===== config.mk =====
export PLATFORM = sky130hd
export DESIGN_NAME = lcd_refresh_sequencer
export DESIGN_NICKNAME = d
export VERILOG_FILES = /design/src/rtl/lcd_refresh_sequencer.sv
export SDC_FILE = /design/constraint.sdc
export NUM_CORES = 1
export LEC_CHECK = 0
export ABC_AREA = 0
export CAP_MARGIN = 10
export CORE_ASPECT_RATIO = 1.4
export CORE_MARGIN = 2
export CORE_UTILIZATION = 45
export DETAILED_ROUTE_END_ITERATION = 10
export PLACE_DENSITY = 0.68
export RECOVER_POWER = 100
export SYNTH_ARGS = -nofsm -noshare
export SYNTH_HDL_FRONTEND = slang
export SYNTH_SLANG_ARGS = --single-unit

===== constraint.sdc =====
create_clock -name clk -period 3.4 [get_ports clk]
set_input_delay 1.02 -clock clk [delete_from_list [all_inputs] [get_ports clk]]
set_output_delay 1.02 -clock clk [all_outputs]
set_load 0.01 [all_outputs]

===== src/rtl/lcd_refresh_sequencer.sv =====
// HD44780 16x2 driver: power-up wait, init commands, then continuous two-line refresh from a string ROM.
// Optional macro LCD_HEX_CONVERT_EN converts data bytes 0x00..0x0F to ASCII hex digits.
module lcd_refresh_sequencer #(
  parameter int SETUP_CYC      = 4,
  parameter int E_PULSE_CYC    = 16,
  parameter int CMD_WAIT_CYC   = 2500,
  parameter int CLEAR_WAIT_CYC = 100000,
  parameter int PWR_WAIT_CYC   = 1000000
) (
  input  logic       clk,
  input  logic       rst_n,
  input  logic [4:0] menu_in,
  output logic [4:0] menu_out,
  output logic [4:0] char_index,
  input  logic [7:0] char_in,
  output logic [7:0] lcd_data,
  output logic       lcd_rs,
  output logic       lcd_rw,
  output logic       lcd_en,
  output logic       lcd_on,
  output logic       init_done,
  output logic       frame_done
);

  localparam int MAX_A   = (SETUP_CYC > E_PULSE_CYC) ? SETUP_CYC : E_PULSE_CYC;
  localparam int MAX_B   = (CMD_WAIT_CYC > CLEAR_WAIT_CYC) ? CMD_WAIT_CYC : CLEAR_WAIT_CYC;
  localparam int MAX_C   = (MAX_B > PWR_WAIT_CYC) ? MAX_B : PWR_WAIT_CYC;
  localparam int MAX_CYC = (MAX_A > MAX_C) ? MAX_A : MAX_C;
  localparam int CNT_W   = (MAX_CYC > 1) ? $clog2(MAX_CYC) : 1;

  localparam logic [CNT_W-1:0] SETUP_LAST = CNT_W'(SETUP_CYC - 1);
  localparam logic [CNT_W-1:0] PULSE_LAST = CNT_W'(E_PULSE_CYC - 1);
  localparam logic [CNT_W-1:0] CMD_LAST   = CNT_W'(CMD_WAIT_CYC - 1);
  localparam logic [CNT_W-1:0] CLEAR_LAST = CNT_W'(CLEAR_WAIT_CYC - 1);
  localparam logic [CNT_W-1:0] PWR_LAST   = CNT_W'(PWR_WAIT_CYC - 1);

  typedef enum logic [2:0] {PWR_WAIT, INIT, L1_ADDR, WR_CHAR, L2_ADDR} seq_t;
  typedef enum logic [1:0] {PH_SETUP, PH_PULSE, PH_WAIT} phase_t;

  seq_t             seq_reg, seq_next;
  phase_t           phase_reg, phase_next;
  logic [CNT_W-1:0] cnt_reg, cnt_next;
  logic [1:0]       step_reg, step_next;
  logic [4:0]       index_reg, index_next;
  logic [4:0]       menu_reg, menu_next;
  logic [7:0]       data_reg, data_next;
  logic             rs_reg, rs_next;
  logic             en_reg, en_next;
  logic             on_reg;
  logic             init_done_reg, init_done_next;
  logic             frame_done_reg, frame_done_next;
  logic             start_txn;
  logic [CNT_W-1:0] wait_last;

  function automatic logic [7:0] init_cmd(input logic [1:0] step);
    case (step)
      2'd0:    return 8'h38;
      2'd1:    return 8'h0C;
      2'd2:    return 8'h01;
      default: return 8'h06;
    endcase
  endfunction

  function automatic logic [7:0] to_char(input logic [7:0] raw);
`ifdef LCD_HEX_CONVERT_EN
    if (raw[7:4] != 4'h0)
      return raw;
    else if (raw[3:0] < 4'hA)
      return 8'h30 + {4'h0, raw[3:0]};
    else
      return 8'h37 + {4'h0, raw[3:0]};
`else
    return raw;
`endif
  endfunction

  // Only a clear command needs the long settle time.
  assign wait_last = (!rs_reg && data_reg == 8'h01) ? CLEAR_LAST : CMD_LAST;

  always_comb begin
    seq_next        = seq_reg;
    phase_next      = phase_reg;
    cnt_next        = cnt_reg + CNT_W'(1);
    step_next       = step_reg;
    index_next      = index_reg;
    menu_next       = menu_reg;
    data_next       = data_reg;
    rs_next         = rs_reg;
    en_next         = 1'b0;
    init_done_next  = init_done_reg;
    frame_done_next = 1'b0;
    start_txn       = 1'b0;

    if (seq_reg == PWR_WAIT) begin
      if (cnt_reg == PWR_LAST) begin
        seq_next  = INIT;
        start_txn = 1'b1;
      end
    end else begin
      case (phase_reg)
        PH_SETUP: begin
          if (cnt_reg == SETUP_LAST) begin
            phase_next = PH_PULSE;
            cnt_next   = '0;
            en_next    = 1'b1;
          end
        end
        PH_PULSE: begin
          en_next = 1'b1;
          if (cnt_reg == PULSE_LAST) begin
            phase_next = PH_WAIT;
            cnt_next   = '0;
            en_next    = 1'b0;
            // Advance early so the ROM output settles during WAIT; 0x1F wraps to 0.
            if (seq_reg == WR_CHAR)
              index_next = index_reg + 5'd1;
          end
        end
        default: begin
          if (cnt_reg == wait_last) begin
            start_txn = 1'b1;
            case (seq_reg)
              INIT: begin
                if (step_reg == 2'd3) begin
                  init_done_next = 1'b1;
                  seq_next       = L1_ADDR;
                end else begin
                  step_next = step_reg + 2'd1;
                end
              end
              L1_ADDR, L2_ADDR: seq_next = WR_CHAR;
              WR_CHAR: begin
                if (index_reg == 5'h10) begin
                  seq_next = L2_ADDR;
                end else if (index_reg == 5'h00) begin
                  seq_next        = L1_ADDR;
                  frame_done_next = 1'b1;
                end
              end
              default: seq_next = seq_reg;
            endcase
          end
        end
      endcase
    end

    if (start_txn) begin
      phase_next = PH_SETUP;
      cnt_next   = '0;
      rs_next    = 1'b0;
      case (seq_next)
        INIT:    data_next = init_cmd(step_next);
        L1_ADDR: begin
          data_next  = 8'h80;
          index_next = 5'h00;
          menu_next  = menu_in;
        end
        L2_ADDR: data_next = 8'hC0;
        default: begin
          data_next = to_char(char_in);
          rs_next   = 1'b1;
        end
      endcase
    end
  end

  always_ff @(posedge clk or negedge rst_n) begin
    if (!rst_n) begin
      seq_reg        <= PWR_WAIT;
      phase_reg      <= PH_SETUP;
      cnt_reg        <= '0;
      step_reg       <= 2'd0;
      index_reg      <= 5'h00;
      menu_reg       <= 5'h00;
      data_reg       <= 8'h00;
      rs_reg         <= 1'b0;
      en_reg         <= 1'b0;
      on_reg         <= 1'b0;
      init_done_reg  <= 1'b0;
      frame_done_reg <= 1'b0;
    end else begin
      seq_reg        <= seq_next;
      phase_reg      <= phase_next;
      cnt_reg        <= cnt_next;
      step_reg       <= step_next;
      index_reg      <= index_next;
      menu_reg       <= menu_next;
      data_reg       <= data_next;
      rs_reg         <= rs_next;
      en_reg         <= en_next;
      on_reg         <= 1'b1;
      init_done_reg  <= init_done_next;
      frame_done_reg <= frame_done_next;
    end
  end

  assign menu_out   = menu_reg;
  assign char_index = index_reg;
  assign lcd_data   = data_reg;
  assign lcd_rs     = rs_reg;
  assign lcd_rw     = 1'b0;
  assign lcd_en     = en_reg;
  assign lcd_on     = on_reg;
  assign init_done  = init_done_reg;
  assign frame_done = frame_done_reg;

endmodule


==> flow_summary.ini, run 1 <==
[outcome]
status = finished clean

[clock_tree]
clkTransAtPathRegs_ns = 0.09
clock-sinks = 50
hold_buffers = 0
post_cts_resized = 0
cts.path.max_buffers = 2
cts_tree = done
clk_latency_ns = 0.30
htreeDepth = 2
cts_inserted_buffers = 5
post-cts-setup-buffers = 0
cts-root-buf = clkbuf_8

[critical_path]
r2r-start = cnt_reg[0]
cp.required_ns = 3.58
critical_path.max_fanout = 11
worstSetupEndpointType = flip-flop
crit_type = flip-flop to flip-flop
cp-start-kind = flip-flop
critPathLaunch = cnt_reg[0]
worstPathArrival_ns = 3.28

[power_and_ir_drop]
ir_drop_mv = 0.1649
p_leak_nw = 1.460
power.density_mw_per_mm2 = 301.3

[synth]
yosysUniqueCellTypes = 58
async_reset_ff_share_pct = 100.0
netlist_instances = 273
syn_area_mm2 = 0.002679
synth_edf_count = 0
ys_seq_area_share_pct = 46.71
yosys_register_bits = 50
synth_nets = 291
synthFlopType = dfrtp_1
syn_area_per_cell_um2 = 9.813
yosysWarnings = 0

[timing]
worst_slew_pin_slew_ns = 0.9843
timing.final.crit_share_pct = 91.15
finalHoldViolations = 0
skew_ns = 0.009706
setup-violations-final = 0
period_minus_slack_ns = 3.099
setup_ws_ns = 0.3010
rsz0062_at_grt = false
slew_headroom_pct = 34.38
fmax_mhz = 322.7
setup_tns_ns = 0
slew_viol_final = 0

[grt]
met3_usage_pct = 2.854
antenna_found_initial = 0
grt_overflow_total = 0
track_usage_pct = 18.96
grt_pass1_vias = 2103
top_usage_layer = met2
use_met2_pct = 34.29
met1_usage_pct = 23.00
grt_first_pass_wirelength_um = 10040
grt_max_degree = 34

[worst_hold_path]
min_path_type = flip-flop to flip-flop
worstHoldStart = init_done

[final_layout]
diodes = 0
fin_nets = 328
multi_input_area_mm2 = 0.001345
post-route-util_pct = 54.46
fillers = 544
syn_to_final_growth_pct = 18.36
regArea_mm2 = 0.001251
drive_above_1_share_pct = 6.129
largest_reg_flops = 20

[die]
rows = 33
die_width_um = 69.21
ioPinCount = 39
die_h_um = 95.29
core_area_mm2 = 0.005822
start_util_pct = 46.01
die-area_mm2 = 0.006595

[drt]
drt-total-wl_um = 5915
ant_nets = 0
wire_per_inst_um = 15.57
vias_per_cell = 5.597
drtIter0Drc = 101
dr.pass1.iters = 4
vias = 2127
drcViolationCount = 0

[job]
drv_cap = 0

[placed_design]
place_ws_ns = 0.3207
port_buffers = 37
dp.final_hpwl_um = 4394
gp_congestion = 0.8955
[cells in the mapped netlist (all sizes together), types with 3 or more instances]
library cell  instances  area, um2
dfrtp                50       1251
nor2                 37      146.4
nand2                21      81.33
nand3                15      75.07
xor2                 12      105.1
nand4                10      62.56
xnor2                10      87.58
inv                   9      33.78
nor3                  9      45.04
and3                  7      43.79
clkbuf                7      26.28
nor2b                 7      43.79
mux2                  6      71.31
a21oi                 5      25.02
mux2i                 5      50.05
o21ai                 5      25.02
o211ai                4      30.03
a211o                 3      26.28
a211oi                3      27.52
a31oi                 3      25.02
and2                  3      18.77
ha                    3      37.54
nor4                  3      33.78
nor4b                 3      32.53
[per-stage QoR]
step / hold WS, ns / total power, mW / cell area [um2] / cells
floorplan: 0.4546 / 0.6100 / 2679 / 273
global placement: 0.4538 / 0.6398 / 3102 / 373
detailed placement: 0.4637 / 0.6399 / 3102 / 373
CTS: 0.4838 / 0.9700 / 3178 / 380
global route: 0.4976 / 0.9936 / 3171 / 380
finish: 0.4694 / 0.9552 / 3171 / 380
[power by group]
group	switching [mW]	total, mW	internal, mW
Clock	0.187	0.329	0.142
Combinational	0.0162	0.0315	0.0153
Sequential	0.000144	0.595	0.595
Total	0.203	0.955	0.752
[routing by layer]
metal,share of wire (%),vias up,wire length [um]
met4,2.2,0,129
met5,0,-,0
met3,2.9,9,170
li1,-,1043,-
met1,42,1035,2466
met2,53,40,3148
[placed cells by master, fill, tap and decap left out, types with 10 or more instances in the layout]
cell type	synthesis	layout
nand2_1	20	20
xnor2_1	10	10
nand4_1	10	10
dlygate4sd3_1	0	23
nand3_1	15	15
nor2_1	36	36
clkdlybuf4s50_1	0	13
dfrtp_1	50	50
xor2_1	12	12
[cells by family after synthesis]
kind of cell	count (synthesis)	share of synthesized area, %
other	2	0.2803
AO/OA/AOI/OAI	38	10.65
flip-flops	50	46.71
adder cells (fa/ha/maj)	3	1.401
multiplexers	11	4.530
XOR/XNOR	22	7.193
AND/OR/NAND/NOR	129	26.30
buffers and inverters	18	2.943
[area by class of cell]
class	instances	share of cell area, %
Multi-Input combinational cell	205	42.42
Sequential cell	50	39.46
Timing Repair Buffer	39	11.88
Tap cell	70	2.762
Clock buffer	7	2.407
Inverter	9	1.066
[path summary, 6_finish.rpt]
path                          endpoint  slack, ns  depth (start not counted)
max                        menu_out[1]       0.30                          8
min                          init_done       0.47                          1
max reg2reg                menu_out[1]       0.30                          8
min reg2reg                  init_done       0.47                          1
max in group asynchronous   cnt_reg[2]       1.17                          2
min in group asynchronous  lcd_data[6]       0.85                          1
[critical path, cell delays in order (launching register included)]
cell and delay [ns]:
dfrtp_1 0.40, ha_1 0.23, or4b_1 0.52, nor4_4 0.40, nand2_2 0.18, mux2_4 0.36, or2_4 0.28, nor2_4 0.26
mux2_1 0.36
(Power assumes the default switching activity.)
==> inputs of run 2 (changes only) <==
- CTS_CLUSTER_SIZE: not set -> 12
- HOLD_SLACK_MARGIN: not set -> 0.12
- PLACE_DENSITY: 0.68 -> 0.74
==> run 2 against run 1 <==
- maximum frequency down 3.1%
- worst setup slack worse by 0.098 ns
- global-route usage down 0.57 points
==> flow_summary.ini, run 2 (synthesized netlist as in run 1, its figures left out) <==
[power_and_ir_drop]
p_int_mw = 0.7745
p_sw_share_pct = 21.26
pwr-share-clk_pct = 36.4
ir_drop_mv = 0.1596
p_switching_mw = 0.2092
p_comb_share_pct = 3.2
p_leak_nw = 1.467
power.density_mw_per_mm2 = 308.7
sequentialPowerShare_pct = 60.5

[worst_hold_path]
worstHoldStart = init_done
min_path_type = flip-flop to flip-flop
holdPathEnd = init_done
holdPathStages = 1

[final_layout]
fin_nets = 327
fin_area_mm2 = 0.003187
fillers = 523
diodes = 0
post-route-util_pct = 54.74
syn_to_final_growth_pct = 18.96
drive_above_1_share_pct = 6.452
layout_common_cells = dfrtp_1, nor2_1, dlygate4sd3_1
multi_input_area_mm2 = 0.001354
regArea_mm2 = 0.001251
largest_reg_flops = 20
final_common_cell = dfrtp_1

[placed_design]
place_area_mm2 = 0.003094
port_buffers = 37
gp_congestion = 0.9170
dp.final_hpwl_um = 4277

[clock_tree]
post-cts-setup-buffers = 0
cts-root-buf = clkbuf_8
htreeDepth = 2
cts_tree = done
cts.path.max_buffers = 2
clk_latency_ns = 0.30
clock-sinks = 50
clkTransAtPathRegs_ns = 0.09
cts_inserted_buffers = 5

[drt]
vias = 2147
drcViolationCount = 0
ant_nets = 0
vias_per_cell = 5.650
dr.pass1.iters = 4
wire_per_inst_um = 15.25
drtIter0Drc = 102
drt-total-wl_um = 5796

[critical_path]
r2r_slack_ns = 0.20
r2r-start = cnt_reg[0]
cp-start-kind = flip-flop
crit_type = flip-flop to flip-flop
worstPathArrival_ns = 3.39
worstSetupEndpointType = flip-flop
critical_path.max_fanout = 11
reg2reg_depth = 8
r2r-end = menu_out[0]
cp.required_ns = 3.59

[grt]
antenna_found_initial = 0
track_usage_pct = 18.40
grt_first_pass_wirelength_um = 9584
grt_pass1_vias = 2044
grt_max_degree = 37
grt_overflow_total = 0

[timing]
finalHoldViolations = 0
setup-violations-final = 0
slew_viol_final = 0
timing.final.crit_share_pct = 94.03
slew_headroom_pct = 38.51
period_minus_slack_ns = 3.197
fmax_mhz = 312.8
worst_slew_pin_slew_ns = 0.9223
setup_tns_ns = 0
skew_ns = 0.005891
rsz0062_at_grt = false

[die]
die-area_mm2 = 0.006595
start_util_pct = 46.01
die_width_um = 69.21
rows = 33
ioPinCount = 39
die_h_um = 95.29
core_area_mm2 = 0.005822

[outcome]
status = finished clean

[job]
drv_cap = 0
## run 2: cell count changes in the layout (fill, tap and decap cells not counted)
cell / change
a31oi_4: +1
clkbuf_8: +1
clkbuf_1: -1
a31oi_2: -1
buf_4: -1
clkinv_2: +1
## run 2: per-stage QoR
stage / power, mW / hold WS (ns) / cells / worst slack [ns]
floorplan: 0.6100 / 0.4546 / 273 / 0.5658
global route: 1.024 / 0.5009 / 380 / 0.02601
global placement: 0.6393 / 0.4515 / 372 / 0.3512
finish: 0.9837 / 0.4736 / 380 / 0.2029
detailed placement: 0.6398 / 0.4685 / 372 / 0.2561
CTS: 0.9974 / 0.4893 / 380 / 0.2329
## run 2: worst max path at each step
stage / depth (start not counted) / startpoint / end
6_report: 8 / cnt_reg[0] / menu_out[0]
5_1_grt: 8 / cnt_reg[0] / menu_out[0]
4_1_cts: 8 / cnt_reg[0] / lcd_data[5]
3_5_place_dp: 8 / cnt_reg[0] / lcd_data[5]
3_3_place_gp: 8 / cnt_reg[0] / menu_out[0]
2_1_floorplan: 9 / cnt_reg[0] / menu_out[1]
## run 2: metal layers
layer	track usage [%]	vias to the layer above	routed length, um
li1	-	1040	-
met1	20.53	1060	2411
met2	34.05	37	3098
met3	3.171	10	157
met4	8.660	0	127
met5	0	-	0
## run 2: critical path: stages, from the launching register on
cell and delay, ns:
dfrtp_1 0.40, ha_1 0.23, or4b_1 0.52, nor4_4 0.44, nand2_2 0.19, mux2_4 0.37
or2_4 0.28, nor2_4 0.27, mux2_2 0.38
## run 2: area by class of cell
type | instances | share of cell area, %
Clock buffer | 7 | 2.709
Tap cell | 70 | 2.748
Inverter | 9 | 1.060
Sequential cell | 50 | 39.26
Multi-Input combinational cell | 205 | 42.48
Clock inverter | 1 | 0.1570
Timing Repair Buffer | 38 | 11.58
## run 2: power groups by stage
stage	registers [mW]	clock network [mW]	logic, mW
detailed placement	0.607	0	0.0331
finish	0.595	0.358	0.0311
global placement	0.607	0	0.0326
CTS	0.595	0.369	0.0333
global route	0.595	0.394	0.0350
floorplan	0.607	0	0.00279
## run 2: timing repair
| action | CTS | global route |
|---|---|---|
| setup endpoints to repair | 0 | 1 |
| resized for setup | 0 | 1 |
| hold buffers | 0 | 0 |
==> edit, RTL diff (config.mk and constraints of run 2) <==
Change the parameter `E_PULSE_CYC` from 16 to 8.
--- a/src/rtl/lcd_refresh_sequencer.sv
+++ b/src/rtl/lcd_refresh_sequencer.sv
@@ -2,7 +2,7 @@
 // Optional macro LCD_HEX_CONVERT_EN converts data bytes 0x00..0x0F to ASCII hex digits.
 module lcd_refresh_sequencer #(
   parameter int SETUP_CYC      = 4,
-  parameter int E_PULSE_CYC    = 16,
+  parameter int E_PULSE_CYC    = 8,
   parameter int CMD_WAIT_CYC   = 2500,
   parameter int CLEAR_WAIT_CYC = 100000,
   parameter int PWR_WAIT_CYC   = 1000000
Check against the original RTL: no difference found for any inputs over 10 cycles, from zero or initial values and one cycle with rst_n low; that may be too few to reach the edited logic, so the function may still have changed.
==> edit against run 2 <==
  * Via count up 0.70%
  * Total power increased by 15%
  * Setup slack better by 0.15 ns
  * Sequential share of layout area decreased by 0.79 points
  * Die area down 0.14%
  * Sequential cell count did not move
  * Clock skew decreased by 0.0019 ns
  * Synthesized area is 0.14% lower
  * Combinational power decreased by 6%
  * Wire length decreased by 2.7%
  * Global-route usage fell by 0.17 points
  * Critical path type unchanged
  * Design area up 2.0%
==> edit: results (changes against run 2) <==
[outcome]
status = complete, no violations  ; unchanged

[timing]
max-slew-margin-rel_pct = 18.9  ; was 38.5%

[yosys]
netlist_top_cells_area = dfrtp_1, nor2_1, xnor2_1  ; was dfrtp_1, nor2_1, xor2_1
synth_common_cells = dfrtp_1, nor2_1, nand2_1  ; unchanged
synth_top_area_share_pct = 46.8  ; was 46.7%
synth-adder-area-share_pct = 1.40  ; about the same
ys_seq_area_share_pct = 46.8  ; was 46.7%
synth.area.mux_share_pct = 4.44  ; was 4.53%
synth_cell_type_count = 52  ; was 58
synth_nets = 289  ; was 291

[place]
dp_cells = 373  ; was 372
gp_congestion = 0.833  ; was 0.917
post-dp-hpwl_mm = 4.19  ; was 4.28 mm

[critical_path]
worstSetupEndpoint = lcd_data[5]  ; was menu_out[0]
crit_arrival_ns = 3.30  ; was 3.39 ns
cpPeakStageDelay_ns = 0.58  ; was 0.52 ns
crit_fanout = 12  ; was 11
cp_slowest_cell = or4_1  ; was or4b_1
r2r_slack_ns = 0.35  ; was 0.20 ns

[finish]
drive_gt1_share_pct = 9.65  ; was 6.45%
clkbuf_count = 6  ; was 7
multi_input_comb_cells = 202  ; was 205
multi_input_area_share_pct = 41.3  ; was 42.5%
num-nets-final = 328  ; was 327
layout.cells.non_filler = 381  ; was 380

[global_route]
track_usage_pct = 18.2  ; was 18.4%
met3_usage_pct = 3.59  ; was 3.17%
grt_pass1_wl_mm = 9.74  ; was 9.58 mm

[power]
seq_power_share_pct = 52.5  ; was 60.5%
swShare_pct = 18.5  ; was 21.3%
total_leakage_power_nw = 1.45  ; was 1.47 nW
powerDensity_mw_per_mm2 = 348  ; was 309 mW/mm^2

[route]
met1_length_mm = 2.21  ; was 2.41 mm
wl_met3_um = 217  ; was 157 um
wire_per_inst_um = 14.8  ; was 15.3 um
drtIter0Drc = 167  ; was 102

-- edit: cell count changes after synthesis, moves of 4 or more --
cell	before	now
nand3_1	15	8
o21ai_0	5	10
mux2_1	4	0
o211ai_1	4	0
nor2b_1	7	0
nor2_1	36	29
mux2_2	1	7
a21oi_1	5	9
-- edit: through the flow --
stage	worst slack (ns)	hold slack (ns)
global placement	0.532	0.468
CTS	0.450	0.487
floorplan	0.589	0.468
finish	0.351	0.468
detailed placement	0.455	0.473
global route	0.163	0.517
-- edit: worst min-delay path by stage --
stage / endpoint / slack (ns) / depth (start not counted)
3_5_place_dp: frame_done / 0.47 / 1
6_report: frame_done / 0.47 / 1
3_3_place_gp: frame_done / 0.47 / 1
5_1_grt: frame_done / 0.52 / 1
4_1_cts: frame_done / 0.49 / 1
2_1_floorplan: cnt_reg[0] / 0.47 / 1
